**src/rtl/redmule_stream_addrgen.sv**
```systemverilog
// Streamer address generator: takes a 3-D descriptor on start and walks it over a valid/ready address stream.
// Optional sticky misalignment flag enabled by defining REDMULE_ADDRGEN_ALIGN_CHECK_EN.
module redmule_stream_addrgen #(
  parameter int unsigned AW    = 32,
  parameter int unsigned LW    = 32,
  parameter int unsigned ALIGN = 4
) (
  input  logic          clk_i,
  input  logic          rst_ni,
  input  logic          clear_i,
  input  logic          req_start_i,
  input  logic [AW-1:0] base_addr_i,
  input  logic [LW-1:0] tot_len_i,
  input  logic [LW-1:0] d0_len_i,
  input  logic [AW-1:0] d0_stride_i,
  input  logic [LW-1:0] d1_len_i,
  input  logic [AW-1:0] d1_stride_i,
  input  logic [AW-1:0] d2_stride_i,
  input  logic [1:0]    dim_enable_1h_i,
  output logic          ready_start_o,
  output logic          done_o,
  output logic [AW-1:0] addr_o,
  output logic          addr_valid_o,
  input  logic          addr_ready_i
`ifdef REDMULE_ADDRGEN_ALIGN_CHECK_EN
  ,
  output logic          misalign_o
`endif
);

  localparam logic [LW-1:0] LW_ZERO = {LW{1'b0}};
  localparam logic [LW-1:0] LW_ONE  = {{(LW-1){1'b0}}, 1'b1};
  localparam logic [AW-1:0] AW_ZERO = {AW{1'b0}};

  if ((ALIGN == 32'd0) || ((ALIGN & (ALIGN - 32'd1)) != 32'd0)) begin : g_align_invalid
    $error("ALIGN must be a power of two");
  end

  typedef enum logic [1:0] {
    ST_IDLE = 2'd0,
    ST_RUN  = 2'd1,
    ST_DONE = 2'd2
  } state_e;

  state_e        r_state;
  state_e        w_state_next;

  logic [LW-1:0] r_tot_len;
  logic [LW-1:0] r_d0_last;
  logic [LW-1:0] r_d1_last;
  logic [AW-1:0] r_d0_stride;
  logic [AW-1:0] r_d1_stride;
  logic [AW-1:0] r_d2_stride;
  logic [1:0]    r_dim;
  logic [LW-1:0] r_cnt;
  logic [LW-1:0] r_d0_cnt;
  logic [LW-1:0] r_d1_cnt;
  logic [AW-1:0] r_d1_base;
  logic [AW-1:0] r_d2_base;
  logic [AW-1:0] r_addr;
  logic          r_ready_start;
  logic          r_done;
  logic          r_addr_valid;

  logic          w_start;
  logic          w_hs;
  logic          w_last;
  logic          w_d0_wrap;
  logic          w_d1_wrap;
  logic [LW-1:0] w_d0_cnt_next;
  logic [LW-1:0] w_d1_cnt_next;
  logic [AW-1:0] w_d1_base_next;
  logic [AW-1:0] w_d2_base_next;
  logic [AW-1:0] w_addr_next;

  assign w_start   = (r_state == ST_IDLE) && req_start_i;
  assign w_hs      = r_addr_valid && addr_ready_i;
  assign w_last    = (r_cnt == (r_tot_len - LW_ONE));
  assign w_d0_wrap = r_dim[0] && (r_d0_cnt == r_d0_last);
  assign w_d1_wrap = w_d0_wrap && r_dim[1] && (r_d1_cnt == r_d1_last);

  // Next-state decode
  always_comb begin
    w_state_next = r_state;
    case (r_state)
      ST_IDLE: begin
        if (req_start_i) begin
          w_state_next = (tot_len_i == LW_ZERO) ? ST_DONE : ST_RUN;
        end else begin
          w_state_next = ST_IDLE;
        end
      end
      ST_RUN: begin
        if (w_hs && w_last) begin
          w_state_next = ST_DONE;
        end else begin
          w_state_next = ST_RUN;
        end
      end
      ST_DONE: w_state_next = ST_IDLE;
      default: w_state_next = ST_IDLE;
    endcase
  end

  // Address walk: inner step, d0 wrap onto next d1 row, or d1 wrap onto next d2 plane
  always_comb begin
    w_d0_cnt_next  = r_d0_cnt;
    w_d1_cnt_next  = r_d1_cnt;
    w_d1_base_next = r_d1_base;
    w_d2_base_next = r_d2_base;
    w_addr_next    = r_addr;
    if (!w_d0_wrap) begin
      w_d0_cnt_next = r_d0_cnt + LW_ONE;
      w_addr_next   = r_addr + r_d0_stride;
    end else if (!w_d1_wrap) begin
      w_d0_cnt_next  = LW_ZERO;
      w_d1_cnt_next  = r_d1_cnt + LW_ONE;
      w_d1_base_next = r_d1_base + r_d1_stride;
      w_addr_next    = r_d1_base + r_d1_stride;
    end else begin
      w_d0_cnt_next  = LW_ZERO;
      w_d1_cnt_next  = LW_ZERO;
      w_d2_base_next = r_d2_base + r_d2_stride;
      w_d1_base_next = r_d2_base + r_d2_stride;
      w_addr_next    = r_d2_base + r_d2_stride;
    end
  end

  // State register
  always_ff @(posedge clk_i or negedge rst_ni) begin
    if (!rst_ni) begin
      r_state <= ST_IDLE;
    end else if (clear_i) begin
      r_state <= ST_IDLE;
    end else begin
      r_state <= w_state_next;
    end
  end

  // Handshake outputs registered from the next state
  always_ff @(posedge clk_i or negedge rst_ni) begin
    if (!rst_ni) begin
      r_ready_start <= 1'b1;
      r_done        <= 1'b0;
      r_addr_valid  <= 1'b0;
    end else if (clear_i) begin
      r_ready_start <= 1'b1;
      r_done        <= 1'b0;
      r_addr_valid  <= 1'b0;
    end else begin
      r_ready_start <= (w_state_next == ST_IDLE);
      r_done        <= (w_state_next == ST_DONE);
      r_addr_valid  <= (w_state_next == ST_RUN);
    end
  end

  // Descriptor capture and counter/address datapath
  always_ff @(posedge clk_i or negedge rst_ni) begin
    if (!rst_ni) begin
      r_tot_len   <= LW_ZERO;
      r_d0_last   <= LW_ZERO;
      r_d1_last   <= LW_ZERO;
      r_d0_stride <= AW_ZERO;
      r_d1_stride <= AW_ZERO;
      r_d2_stride <= AW_ZERO;
      r_dim       <= 2'b00;
      r_cnt       <= LW_ZERO;
      r_d0_cnt    <= LW_ZERO;
      r_d1_cnt    <= LW_ZERO;
      r_d1_base   <= AW_ZERO;
      r_d2_base   <= AW_ZERO;
      r_addr      <= AW_ZERO;
    end else if (clear_i) begin
      r_tot_len   <= LW_ZERO;
      r_d0_last   <= LW_ZERO;
      r_d1_last   <= LW_ZERO;
      r_d0_stride <= AW_ZERO;
      r_d1_stride <= AW_ZERO;
      r_d2_stride <= AW_ZERO;
      r_dim       <= 2'b00;
      r_cnt       <= LW_ZERO;
      r_d0_cnt    <= LW_ZERO;
      r_d1_cnt    <= LW_ZERO;
      r_d1_base   <= AW_ZERO;
      r_d2_base   <= AW_ZERO;
      r_addr      <= AW_ZERO;
    end else if (w_start) begin
      // A zero length field behaves as length one, so its last index is 0
      r_tot_len   <= tot_len_i;
      r_d0_last   <= (d0_len_i == LW_ZERO) ? LW_ZERO : (d0_len_i - LW_ONE);
      r_d1_last   <= (d1_len_i == LW_ZERO) ? LW_ZERO : (d1_len_i - LW_ONE);
      r_d0_stride <= d0_stride_i;
      r_d1_stride <= d1_stride_i;
      r_d2_stride <= d2_stride_i;
      r_dim       <= dim_enable_1h_i;
      r_cnt       <= LW_ZERO;
      r_d0_cnt    <= LW_ZERO;
      r_d1_cnt    <= LW_ZERO;
      r_d1_base   <= base_addr_i;
      r_d2_base   <= base_addr_i;
      if (tot_len_i != LW_ZERO) begin
        r_addr <= base_addr_i;
      end
    end else if (w_hs) begin
      r_cnt     <= r_cnt + LW_ONE;
      r_d0_cnt  <= w_d0_cnt_next;
      r_d1_cnt  <= w_d1_cnt_next;
      r_d1_base <= w_d1_base_next;
      r_d2_base <= w_d2_base_next;
      r_addr    <= w_addr_next;
    end
  end

  assign ready_start_o = r_ready_start;
  assign done_o        = r_done;
  assign addr_o        = r_addr;
  assign addr_valid_o  = r_addr_valid;

`ifdef REDMULE_ADDRGEN_ALIGN_CHECK_EN
  localparam logic [AW-1:0] ALIGN_MASK = AW'(ALIGN - 32'd1);

  logic r_misalign;

  // Sticky flag for any accepted address off the ALIGN grid
  always_ff @(posedge clk_i or negedge rst_ni) begin
    if (!rst_ni) begin
      r_misalign <= 1'b0;
    end else if (clear_i) begin
      r_misalign <= 1'b0;
    end else if (w_start) begin
      r_misalign <= 1'b0;
    end else if (w_hs && ((r_addr & ALIGN_MASK) != AW_ZERO)) begin
      r_misalign <= 1'b1;
    end
  end

  assign misalign_o = r_misalign;
`endif

endmodule

```
**config.mk**
```make
export PLATFORM = sky130hd
export DESIGN_NAME = redmule_stream_addrgen
export DESIGN_NICKNAME = d
export VERILOG_FILES = /design/src/rtl/redmule_stream_addrgen.sv
export SDC_FILE = /design/constraint.sdc
export NUM_CORES = 1
export LEC_CHECK = 0
export BUFFER_PORTS_ARGS = -buffer_cell sky130_fd_sc_hd__buf_2
export CAP_MARGIN = 10
export CORE_MARGIN = 2
export CORE_UTILIZATION = 58
export DETAILED_ROUTE_END_ITERATION = 16
export PLACE_DENSITY = 0.79
export SYNTH_ARGS = -nofsm -noshare
export SYNTH_HDL_FRONTEND = slang
export SYNTH_SLANG_ARGS = --single-unit
```
**constraint.sdc**
```tcl
create_clock -name clk_i -period 5.75 [get_ports clk_i]
set_input_delay 0.575 -clock clk_i [delete_from_list [all_inputs] [get_ports clk_i]]
set_output_delay 0.575 -clock clk_i [all_outputs]
set_load 0.005 [all_outputs]
```
Word level (Yosys, flattened, before mapping)
Index checks and enable logic that the tools add are counted.
{ "word_totals": {"out_inout_bits": 35, "reg_bits": 391, "elab_cells": 103, "input_bits": 231} }
{ "classes": {"n_addsub": 9, "n_eq_ne": 7, "reduce_logical": 19, "mux": 51} }
{ "ops": {"columns": ["operator", "count"], "rows": [
  ["two-way mux 32 bit", 41],
  ["adder 32 x 1 -> 32 bit (second input constant)", 3],
  ["adder 32 bit", 3],
  ["equality test 32 bit", 3],
  ["logical NOT 32 bit", 3],
  ["subtractor 32 x 1 -> 32 bit (second input constant)", 3],
  ["nonzero test 32 bit", 1],
  ["two-way mux 2 bit", 6],
  ["nonzero test 3 bit", 3],
  ["logical AND 1 bit", 6],
  ["equality test 2 x 1 -> 1 bit (second input constant)", 2],
  ["logical NOT 2 bit", 2],
  ["one-hot mux 2 bit (2 select lines)", 1],
  ["AND reduction 2 bit", 2],
  ["two-way mux 1 bit", 3],
  ["inequality test 3 x 2 -> 1 bit (second input constant)", 1],
  ["AND reduction 3 bit", 1],
  ["equality test 2 bit (second input constant)", 1],
  ["nonzero test 2 bit", 1]
]} }

Logic depth before layout (Yosys ltp)
{ "logic_depth": {"word_depth": 9, "mapped_depth": 13, "depth_no_buf": 12} }

Least setup slack after synthesis
Ideal clock, no wire load.
{ "synth_path": {"kind": "register to register", "startpoint": "register r_d2_stride[0]", "endpoint": "register r_addr[20] (netlist: addr_o[20])", "setup_time_ns": 0.116, "setup_slack_ns": 2.373, "required_time_ns": 5.634, "path_buffers": 0, "arrival_time_ns": 3.262, "synth_period_minus_slack_ns": 3.377, "stages_incl_launch_ff": 13, "cell_sequence": "dfrtp_1 > ha_1 > fa_1 > a21o_1 > a311o_1 > a211oi_1 > nor2_1 > a221o_1 > a21oi_1 > xnor2_1 > nand2_1 > a311o_1 > o311ai_0"} }
{ "synth_between": {"elab_chain_len": 6} }
{ "synth_rtl": {"columns": ["item", "line", "source"], "rows": [
  ["start: declaration", "53", "logic [AW-1:0] r_d2_stride;"],
  ["start signal: assignment", "194", "r_d2_stride <= d2_stride_i;"],
  ["adder 32 bit", "125", "w_addr_next = r_d2_base + r_d2_stride;"],
  ["two-way mux 32 bit", "115", "end else if (!w_d1_wrap) begin"],
  ["two-way mux 32 bit", "112", "if (!w_d0_wrap) begin"],
  ["two-way mux 32 bit", "204", "end else if (w_hs) begin"],
  ["two-way mux 32 bit", "187", "end else if (w_start) begin"],
  ["two-way mux 32 bit", "173", "end else if (clear_i) begin"],
  ["end signal: assignment", "202", "r_addr <= base_addr_i;"],
  ["end signal: assignment", "210", "r_addr <= w_addr_next;"],
  ["end: declaration", "60", "logic [AW-1:0] r_addr;"]
]} }
No other way between the ends. The select of a mux whose other input is x is not followed.
A chain may end at the register's enable or synchronous reset.

Final worst setup path
{ "layout_path": {"startpoint": "register r_d0_cnt[14]", "endpoint": "register r_addr[17] (netlist: addr_o[17])"} }
{ "layout_between": {"elab_chain_len": 9} }
{ "layout_rtl": {"columns": ["item", "line", "source"], "rows": [
  ["start: declaration", "56", "logic [LW-1:0] r_d0_cnt;"],
  ["start signal: assignment", "206", "r_d0_cnt <= w_d0_cnt_next;"],
  ["equality test 32 bit *", "79", "assign w_d0_wrap = r_dim[0] && (r_d0_cnt == r_d0_last);"],
  ["logical AND 1 bit *", "79", null],
  ["logical AND 1 bit (2 in a row)", "80", "assign w_d1_wrap = w_d0_wrap && r_dim[1] && (r_d1_cnt == r_d1_last);"],
  ["two-way mux 32 bit", "115", null],
  ["two-way mux 32 bit *", "112", null],
  ["two-way mux 32 bit *", "204", null],
  ["two-way mux 32 bit *", "187", null],
  ["two-way mux 32 bit *", "173", null]
]} }
Mark *: on every way between the ends. The rest lies on a longest branch, timed or not. The select of a mux whose other input is x is not followed.

==> summary.txt <==
GRT
----------------------------------------------------------------------------------
Pin count of the biggest net entering global routing ................          193
Global-route wire length before repair ..............................    127000 µm
Global router's overall resource usage ..............................        0.362
Antenna violations before repair ....................................            1
Number of global-route vias before repair ...........................        22764
Total global routing overflow .......................................            0

DETAILED ROUTING
----------------------------------------------------------------------------------
Routed wire length ..................................................     81300 µm
DR DRC count ........................................................            0
Total via count after detailed routing ..............................        23472
DRT iter0 DRCs ......................................................         2375
Detailed-route vias per instance ....................................         6.28
Remaining number of nets flagged by the antenna check after routing .            0
Number of iterations in the first detailed-routing pass .............            5
Routed wire per std cell ............................................      21.7 µm

FLOW RUN
----------------------------------------------------------------------------------
Count of max-cap constraint violations ..............................            0

WORST SETUP PATH
----------------------------------------------------------------------------------
R2r startpoint ...................................................... r_d0_cnt[14]$_DFFE_PN0P_
Crit end category ...................................................         flop
Startpoint kind of the worst setup timing path ......................         flop
Maximum fanout count along the critical path ........................           36
Crit Reg-Reg Endpoint ............................................... addr_o[17]$_DFFE_PN0P_
Critical Path End ................................................... addr_o[17]$_DFFE_PN0P_
Data required time of the worst path ................................      6.23 ns
Setup slack of the most critical reg-to-reg path ....................      1.68 ns
Crit path from ...................................................... r_d0_cnt[14]$_DFFE_PN0P_
Worst-case reg-to-reg path depth ....................................           12
Data arrival time of the critical path ..............................      4.55 ns
Worst setup path class .............................................. flop to flop

TIMING
----------------------------------------------------------------------------------
Highest clock frequency the design can meet .........................      246 MHz
Worst setup slack after layout ......................................      1.68 ns
Final critical-path required period .................................      4.07 ns
Number of failing hold endpoints at the final stage .................            0
Transition at the pin with the smallest max-transition slack ........      1.08 ns
Setup total negative slack ..........................................         0 ns
Final cycle utilization of the critical path ........................        0.708
Final Skew ..........................................................    0.0217 ns
Final Setup Violations ..............................................            0
Slew headroom .......................................................        0.283
RSZ-0062 raised after global routing ................................           no
Slew Viols, Final ...................................................            0

CLOCK NETWORK
----------------------------------------------------------------------------------
Post-CTS setup repair buffer count ..................................            0
Root Buffer Master .................................................. sky130_fd_sc_hd__clkbuf_16
Clock tree from TritonCTS ...........................................        built
Hold buffer count at CTS ............................................            0
CTS buffer count ....................................................           44
Clock latency of the later-clocked register in the worst-skew pair ..      0.59 ns
Sink Count ..........................................................          391
H-Tree Depth ........................................................            2
Post-CTS resize count ...............................................            0
Number of buffers on the longest clock path .........................            3
Clock-pin transition on the worst setup and hold timing paths .......      0.06 ns

SYNTHESIS
----------------------------------------------------------------------------------
Cell count after synthesis ..........................................         2972
Warnings, synthesis .................................................            0
Synth area leaders .................................................. sky130_fd_sc_hd__dfrtp_1, sky130_fd_sc_hd__nand2_1, sky130_fd_sc_hd__xnor2_1, sky130_fd_sc_hd__a21oi_1, sky130_fd_sc_hd__xor2_1
Library cell occupying the most area in the post-synthesis netlist .. sky130_fd_sc_hd__dfrtp_1
Share of synthesized registers carrying an async set or reset .......         1.00
Area share of the leading cell type in the synthesized netlist ......        0.390
Syn Nets ............................................................         3307
Number of enable-type register cells in the synthesized netlist .....            0
Area of the mapped netlist ..........................................    25000 µm²
Most used DFF post-synth ............................................ sky130_fd_sc_hd__dfrtp_1
Synthesis-stage register bit count ..................................          391
Average size of a mapped cell .......................................     8.41 µm²
Part of the Yosys area used for sequential elements .................        0.391
Library cells used by synthesis .....................................           76

DIE
----------------------------------------------------------------------------------
Die extent in y .....................................................       212 µm
I/O pin count .......................................................          266
Row count ...........................................................           76
Core Area ...........................................................    42800 µm²
Initial standard-cell utilization of the core .......................        0.584
Die area ............................................................    44800 µm²
Horizontal extent of the die ........................................       212 µm

PWR
----------------------------------------------------------------------------------
Leakage power summed over all cells .................................      12.9 nW
Share of power burned in registers ..................................        0.397
Largest vdd supply drop .............................................   0.000216 V
Internal ............................................................    0.00542 W
Part of the power in combinational logic ............................        0.213
Total power per unit cell area ......................................   279 nW/µm²
Share of power burned in the clock network ..........................        0.391
Switching power .....................................................    0.00246 W
Switching part of the total power ...................................        0.312

PLACEMENT
----------------------------------------------------------------------------------
Post-Place Worst Slack ..............................................      1.69 ns
HPWL after detailed placement .......................................     59700 µm
Number of port buffers ..............................................          265
Final RePlAce weighted congestion ...................................         1.00

RUN STATUS
----------------------------------------------------------------------------------
Outcome ............................................................. finished, final reports clean

FINISH
----------------------------------------------------------------------------------
Nets ................................................................         3490
Ratio of cells with drive above 1 in the final layout ...............        0.123
Fillers .............................................................         3634
Synthesis-to-layout area growth .....................................        13.0%

MIN PATH
----------------------------------------------------------------------------------
Path category of the worst min-delay check .......................... input pin to async pin

synthesized netlist by cell type, drive strengths merged, types with 32 or more instances:
cell type and count:
dfrtp 390, a21o 54, xor2 148, inv 45
ha 101, nor4 43, a211oi 41, nand4 48
nor2 253, nor3 51, o21ai 194, xnor2 172
clkbuf 121, o31ai 36, and3 32, nand3 73
a21oi 260, nand2 543
power groups by stage:
stage	logic [W]	registers, W	clock network [W]
final	0.00167	0.00313	0.00308
after CTS	0.00165	0.00312	0.00310
after floorplan	0.00108	0.00309	0
after global placement	0.00161	0.00316	0
after detailed placement	0.00164	0.00317	0
after global routing	0.00183	0.00314	0.00321
layout by cell type, fill, tap and decap left out, types with 16 or more instances in the layout:
cell type / count
sky130_fd_sc_hd__inv_1: 45
sky130_fd_sc_hd__a31oi_1: 21
sky130_fd_sc_hd__nor4_1: 40
sky130_fd_sc_hd__a21oi_1: 259
sky130_fd_sc_hd__o31ai_1: 36
sky130_fd_sc_hd__xor2_1: 148
sky130_fd_sc_hd__and3_1: 32
sky130_fd_sc_hd__ha_1: 101
sky130_fd_sc_hd__a21o_1: 54
sky130_fd_sc_hd__buf_2: 263
sky130_fd_sc_hd__a22o_1: 30
sky130_fd_sc_hd__nand4_1: 48
sky130_fd_sc_hd__o21ai_0: 189
sky130_fd_sc_hd__nand2_1: 543
sky130_fd_sc_hd__clkbuf_16: 46
sky130_fd_sc_hd__mux2i_1: 17
sky130_fd_sc_hd__or3_1: 26
sky130_fd_sc_hd__o211ai_1: 16
sky130_fd_sc_hd__nand3_1: 72
sky130_fd_sc_hd__nor2_1: 250
sky130_fd_sc_hd__nor3_1: 51
sky130_fd_sc_hd__xnor2_1: 172
sky130_fd_sc_hd__a211oi_1: 41
sky130_fd_sc_hd__dfrtp_1: 390
sky130_fd_sc_hd__o21bai_1: 25
state kept, by name, summed over array words and instances, names as in the netlist:
name / cells
addr_valid_o: 1
ready_start_o: 1
r_d0_cnt: 32
r_d1_last: 32
r_tot_len: 32
done_o: 1
r_d0_stride: 32
r_d1_cnt: 32
r_d2_base: 32
r_d0_last: 32
r_d1_stride: 32
r_d1_base: 32
r_dim: 2
r_state: 2
addr_o: 32
r_d2_stride: 32
r_cnt: 32
critical path: stages (launching register included):
cell,delay (ns)
sky130_fd_sc_hd__dfrtp_1,0.41
sky130_fd_sc_hd__xnor2_1,0.39
sky130_fd_sc_hd__nand4b_1,0.15
sky130_fd_sc_hd__nor4b_1,0.52
sky130_fd_sc_hd__nand4_1,0.17
sky130_fd_sc_hd__buf_4,0.27
sky130_fd_sc_hd__nor4_4,0.30
sky130_fd_sc_hd__buf_4,0.48
sky130_fd_sc_hd__inv_1,0.37
sky130_fd_sc_hd__nor2_1,0.23
sky130_fd_sc_hd__a211o_1,0.14
sky130_fd_sc_hd__o21ai_1,0.12
sky130_fd_sc_hd__o41ai_1,0.37
area by class of cell:
type	count	area [µm²]	area share
diodes	2	5.00	0.000177
clock buffers	66	1380	0.0487
clock inverters	13	204	0.00721
inverters	45	169	0.00598
multi-input cells	2390	14500	0.514
flip-flops and latches	391	9790	0.346
well taps	546	683	0.0242
repair buffers	283	1520	0.0536
worst min path at each step:
| stage | slack (ns) | cells after the start | to |
|---|---|---|---|
| 6_report | 0.07 | 1 | r_d1_base[11]$_DFFE_PN0P_ |
| 5_1_grt | 0.14 | 1 | r_d1_base[6]$_DFFE_PN0P_ |
| 4_1_cts | 0.12 | 1 | addr_o[4]$_DFFE_PN0P_ |
| 3_5_place_dp | 0.47 | 2 | r_d1_base[6]$_DFFE_PN0P_ |
| 3_3_place_gp | 0.46 | 2 | r_d1_base[19]$_DFFE_PN0P_ |
| 2_1_floorplan | 0.28 | 0 | addr_o[0]$_DFFE_PN0P_ |
per-stage QoR:
stage          instances  instance area, µm²  utilization  total power (W)  hold slack, ns
6_report            3736               28300        0.661          0.00788          0.0738
5_1_grt             3734               28300        0.660          0.00818           0.143
4_1_cts             3734               28300        0.660          0.00787           0.119
3_3_place_gp        3655               26700        0.624          0.00477           0.465
3_5_place_dp        3655               26700        0.624          0.00481           0.472
2_1_floorplan       2972               25000            -          0.00416           0.279
layer usage:
metal / vias up / global-route usage / share of wire
li1: 10876 / - / -
met1: 11402 / 0.471 / 0.41
met2: 982 / 0.603 / 0.48
met3: 210 / 0.0533 / 0.069
met4: 2 / 0.161 / 0.045
met5: - / 0 / 0.00020
logic make-up after synthesis:
family          synth area share
xor+xnor                   0.112
flops                      0.391
compound gates             0.191
fa+ha+maj                 0.0529
buf+inv                   0.0298
mux                      0.00951
simple gates               0.213
No activity file was read; power rests on OpenSTA's default activity.
